==> config.mk <==
export PLATFORM = sky130hd
export DESIGN_NAME = onehot_sender_flat
export DESIGN_NICKNAME = d
export VERILOG_FILES = /design/src/rtl/onehot_sender_if.sv /design/src/rtl/onehot_sender.sv /design/src/flat_wrapper.sv
export SDC_FILE = /design/constraint.sdc
export NUM_CORES = 1
export LEC_CHECK = 0
export CORE_MARGIN = 2
export CORE_UTILIZATION = 50
export CTS_BUF_LIST = sky130_fd_sc_hd__clkbuf_16
export DETAILED_ROUTE_END_ITERATION = 8
export PLACE_DENSITY = 0.74
export SLEW_MARGIN = 20
export SYNTH_ARGS = -nofsm -noshare
export SYNTH_HDL_FRONTEND = slang
export SYNTH_SLANG_ARGS = --single-unit
==> constraint.sdc <==
create_clock -name clk -period 2.81 [get_ports clk]
set_input_delay 0.562 -clock clk [delete_from_list [all_inputs] [get_ports clk]]
set_output_delay 0.562 -clock clk [all_outputs]
set_load 0.03 [all_outputs]
==> src/rtl/onehot_sender_if.sv <==
// Event-strobe / one-hot pulse bus between an event source and onehot_sender.
// The master drives the strobe and the slave drives the pulse bus.
interface onehot_sender_if #(
    parameter int WIDTH = 8
) ();
    logic             in;
    logic [WIDTH-1:0] out;

    modport master (
        output in,
        input  out
    );

    modport slave (
        input  in,
        output out
    );
endinterface

==> src/rtl/onehot_sender.sv <==
// Counts input events and replays each one as a single-cycle one-hot pulse,
// rotating across WIDTH channels with at least GAP idle cycles between pulses.
module onehot_sender #(
    parameter int WIDTH       = 8,
    parameter int GAP         = 1,
    parameter int MAX_PENDING = 15
) (
    input  logic            clk,
    input  logic            rst,
    onehot_sender_if.slave  bus
);
    localparam int PW    = $clog2(MAX_PENDING + 1);
    localparam int PTR_W = $clog2(WIDTH);
    localparam int CW    = (GAP > 0) ? $clog2(GAP + 1) : 1;

    typedef enum logic [1:0] {
        READY = 2'd0,
        SEND  = 2'd1,
        COOL  = 2'd2
    } state_t;

    state_t             state_r;
    logic [PW-1:0]      pending_r;
    logic [PTR_W-1:0]   ptr_r;
    logic [CW-1:0]      cool_r;
    logic [WIDTH-1:0]   out_r;

    logic               fire_s;
    logic               accept_s;
    logic [PW-1:0]      pending_nxt_s;

    function automatic logic [WIDTH-1:0] onehot(input logic [PTR_W-1:0] idx);
        logic [WIDTH-1:0] v;
        for (int i = 0; i < WIDTH; i++) begin
            v[i] = (idx == PTR_W'(i));
        end
        return v;
    endfunction

    assign fire_s   = (state_r == READY) && (pending_r != {PW{1'b0}});
    // A full counter still takes an event when a pulse frees a slot that cycle.
    assign accept_s = bus.in && ((pending_r != PW'(MAX_PENDING)) || fire_s);
    assign bus.out  = out_r;

    // Next pending count: +1 per accepted event, -1 per pulse issued.
    always_comb begin
        pending_nxt_s = pending_r;
        if (accept_s && !fire_s) begin
            pending_nxt_s = pending_r + PW'(1'b1);
        end else if (fire_s && !accept_s) begin
            pending_nxt_s = pending_r - PW'(1'b1);
        end else begin
            pending_nxt_s = pending_r;
        end
    end

    // Pulse FSM with registered one-hot output, channel pointer and cooldown.
    always_ff @(posedge clk) begin
        if (rst) begin
            state_r   <= READY;
            pending_r <= {PW{1'b0}};
            ptr_r     <= {PTR_W{1'b0}};
            cool_r    <= {CW{1'b0}};
            out_r     <= {WIDTH{1'b0}};
        end else begin
            pending_r <= pending_nxt_s;
            case (state_r)
                READY: begin
                    if (fire_s) begin
                        out_r   <= onehot(ptr_r);
                        state_r <= SEND;
                        if (ptr_r == PTR_W'(WIDTH - 1)) begin
                            ptr_r <= {PTR_W{1'b0}};
                        end else begin
                            ptr_r <= ptr_r + PTR_W'(1'b1);
                        end
                    end else begin
                        out_r   <= {WIDTH{1'b0}};
                        state_r <= READY;
                    end
                end
                SEND: begin
                    out_r <= {WIDTH{1'b0}};
                    if (GAP == 0) begin
                        state_r <= READY;
                        cool_r  <= {CW{1'b0}};
                    end else begin
                        state_r <= COOL;
                        cool_r  <= CW'(GAP);
                    end
                end
                COOL: begin
                    out_r <= {WIDTH{1'b0}};
                    // Leave on the edge where the counter lands on zero.
                    if (cool_r <= CW'(1'b1)) begin
                        cool_r  <= {CW{1'b0}};
                        state_r <= READY;
                    end else begin
                        cool_r  <= cool_r - CW'(1'b1);
                        state_r <= COOL;
                    end
                end
                default: begin
                    out_r   <= {WIDTH{1'b0}};
                    cool_r  <= {CW{1'b0}};
                    state_r <= READY;
                end
            endcase
        end
    end
endmodule

==> src/flat_wrapper.sv <==
// flat-port wrapper written by rule: the top's interface ports become plain ports
module onehot_sender_flat 
#(
    parameter int WIDTH       = 8,
    parameter int GAP         = 1,
    parameter int MAX_PENDING = 15
)
  (clk, rst, bus_in, bus_out);
  onehot_sender_if #(.WIDTH(WIDTH)) bus_i ();
  input  logic clk;
  input  logic rst;
  input wire logic [$bits(bus_i.in)-1:0] bus_in;
  output wire logic [$bits(bus_i.out)-1:0] bus_out;
  assign bus_i.in = bus_in;
  assign bus_out = bus_i.out;
  onehot_sender #(.WIDTH(WIDTH), .GAP(GAP), .MAX_PENDING(MAX_PENDING)) u_core (.clk(clk), .rst(rst), .bus(bus_i));
endmodule
==> flow_metrics.env <==
export IMPL_run_status="completed"
export IMPL_synth_top_area_share_pct=45.2
export IMPL_synth_most_common_cell="dfxtp_1"
export IMPL_ys_ff_latch=17
export IMPL_grt_pass1_wl_mm=2.20
export IMPL_drive_gt1_share_pct=9.52
export IMPL_design_die_area_sq_mm=0.00183
export IMPL_grt_pass1_vias=538
export IMPL_dp_cells=96
export IMPL_p_leak_nw=0.402
export IMPL_grtUsageTotal_pct=16.6
export IMPL_setup_ws_ns=0.224
export IMPL_holdPathStages=1
export IMPL_r2r_cells=8
export IMPL_die_w_um=42.8
export IMPL_cts_resized=0
export IMPL_finalSetupViolations=0
export IMPL_ys_flop_type="dfxtp_1"
export IMPL_tightest_slew_ns=0.526
export IMPL_vias_per_cell=5.26
export IMPL_rr_startpoint="u_core.pending_r[0]$_SDFFE_PP0P_"
export IMPL_grt_overflow=0
export IMPL_cp_required_ns=2.95
export IMPL_h_tree_depth=1
export IMPL_netlist_top_cells_count="dfxtp_1 (17), ha_1 (9), nor2_1 (8)"
export IMPL_cts_setup_buffers=0
export IMPL_rsz0062_at_grt="false"
export IMPL_skew_ns=0.00152
export IMPL_syn_inst=72
export IMPL_dp_hpwl_um=919
export IMPL_yosys_area_top_type="dfxtp_1"
export IMPL_finish_utilization_pct=65.1
export IMPL_io_pins=11
export IMPL_die_y_um=42.8
export IMPL_yosysSeqAreaShare_pct=45.2
export IMPL_met1_usage_pct=16.7
export IMPL_syn_cell_area_sq_um=753
export IMPL_drc=0
export IMPL_num_antenna_cells=0
export IMPL_cts_sinks=17
export IMPL_grtUsageMet3_pct=7.23
export IMPL_r2r_end="u_core.pending_r[3]$_SDFFE_PP0P_"
export IMPL_routed_wl_mm=1.23
export IMPL_syn_avg_cell_area_sq_um=10.5
export IMPL_clkLatencyLatePin_ns=0.25
export IMPL_min_period_over_period_pct=92.0
export IMPL_instances_no_fill=100
export IMPL_dr_pass1_iters=2
export IMPL_grt_max_degree=12
export IMPL_wl_per_cell_um=12.3
export IMPL_final_nets=98
export IMPL_worst_setup_path_end_kind="flip-flop"
export IMPL_drt_iter0_drc=2
export IMPL_cp_max_fo=8
export IMPL_min_to="u_core.state_r[1]$_SDFF_PP0_"
export IMPL_power_density_mw_per_mm2=1110
export IMPL_hold_viol=0
export IMPL_cts_tree="built"
export IMPL_slew_limit_headroom_pct=64.8
export IMPL_gp_congestion=0.800
export IMPL_critPathLaunchType="flip-flop"
export IMPL_grt_busiest_layer="met2"
export IMPL_core_region_area_sq_mm=0.00145
export IMPL_synth_cell_type_count=27
export IMPL_crit_arrival_ns=2.72
export IMPL_postCtsHoldBufs=0
export IMPL_vdd_ir_drop_max_v=0.000760
export IMPL_fin_crit_ns=2.59
export IMPL_rrSetupSlack_ns=0.22
export IMPL_rows=14
export IMPL_port_buffers=10
export IMPL_crit_type="reg -> reg"
export IMPL_async_reset_ff_share_pct=0
export IMPL_synth_enable_flop_cells=0
export IMPL_ys_warnings_count=0
export IMPL_synth_net_count=85
export IMPL_grt_use_met2_pct=26.7
export IMPL_antenna_found_initial=0
export IMPL_start_util_pct=51.8
export IMPL_antenna_left=0
export IMPL_yosys_top_cells_area="dfxtp_1 (45%), ha_1 (15%), and2_1 (4.2%), nor2_1 (4.0%), o41ai_4 (3.7%)"
export IMPL_clock_path_buffers=2
export IMPL_holdCritPathClass="reg -> reg"
export IMPL_drv_cap=0
export IMPL_num_vias=526
export IMPL_final_max_slew_viol_count=0
export IMPL_areaGrowthSynthToFinish_pct=25.6
export IMPL_place_ws_ns=0.174
export IMPL_setup_tns_ns=0
export IMPL_hp_start="u_core.state_r[1]$_SDFF_PP0_"
export IMPL_cts_root_buffer="clkbuf_16"
export IMPL_fmax_ghz=0.387
export IMPL_numCtsBuffers=3
export IMPL_clk_pin_slew_ns=0.05
critical path, stage by stage (launching register included):
cell and delay, ns:
dfxtp_1 0.38, o41ai_4 0.58, ha_1 0.27, inv_1 0.10, ha_1 0.33, a21oi_1 0.21
a211oi_1 0.10, a31oi_1 0.17, mux2_2 0.34
flip-flops by register name, indices dropped and copies added, names as in the netlist:
signal and cells:
u_core.bus.out 8, u_core.pending_r 4, u_core.ptr_r 3, u_core.state_r 2
how the worst max path moves through the flow:
stage	from	slack, ns	depth (start not counted)	end
after floorplan	u_core.pending_r[0]$_SDFFE_PP0P_	0.48	8	u_core.pending_r[3]$_SDFFE_PP0P_
after global placement	bus_in	0.20	9	u_core.pending_r[3]$_SDFFE_PP0P_
after detailed placement	bus_in	0.17	9	u_core.pending_r[3]$_SDFFE_PP0P_
after CTS	u_core.pending_r[0]$_SDFFE_PP0P_	0.25	8	u_core.pending_r[3]$_SDFFE_PP0P_
after global routing	u_core.pending_r[0]$_SDFFE_PP0P_	0.02	8	u_core.pending_r[3]$_SDFFE_PP0P_
final	u_core.pending_r[0]$_SDFFE_PP0P_	0.22	8	u_core.pending_r[3]$_SDFFE_PP0P_
layer usage:
layer	vias to the layer above	routed length [um]
met2	13	567
met4	0	37
met3	6	70
met1	240	556
li1	267	-
met5	-	0
stage by stage:
step	cell area (sq um)	hold WS (ns)	total power, mW
after CTS	946	0.446	1.06
after floorplan	753	0.419	0.671
after global placement	866	0.429	0.750
final	946	0.442	1.05
after detailed placement	866	0.439	0.769
after global routing	946	0.468	1.13
placed cells by master (no fill, tap or decap), types with 2 or more instances in the layout:
cell type,n
a21oi_1,4
and2_1,5
and3_1,3
clkbuf_16,3
clkdlybuf4s50_1,10
dfxtp_1,17
ha_1,9
inv_1,4
nand2_1,2
nor2_1,8
where the power goes:
| part | internal (mW) | switching [mW] | total (mW) |
|---|---|---|---|
| combinational | 0.192 | 0.217 | 0.409 |
| sequential | 0.298 | 0.0577 | 0.355 |
| clock | 0.190 | 0.0907 | 0.281 |
layout make-up:
class,count,area (sq um)
multi-input cells,49,390
clock buffers,3,75.1
flip-flops and latches,17,340
repair buffers,10,100
well taps,16,20.0
fillers,126,508
clock inverters,1,5.00
inverters,4,15.0
logic make-up (layout without fill, tap and decap cells):
logic type                 count (synthesis)  count (layout)  share of synthesized area (%)
xor gates and xnor gates                   2               2                           2.33
DFF                                       17              17                           45.2
and+or+nand+nor                           26              26                           18.4
buffers and inverters                      6              18                           2.99
adders and majority gates                 10              10                           17.6
AOI/OAI and AO/OA                          8               8                           9.14
muxes                                      3               3                           4.32
Power figures use the tool's default switching activity.
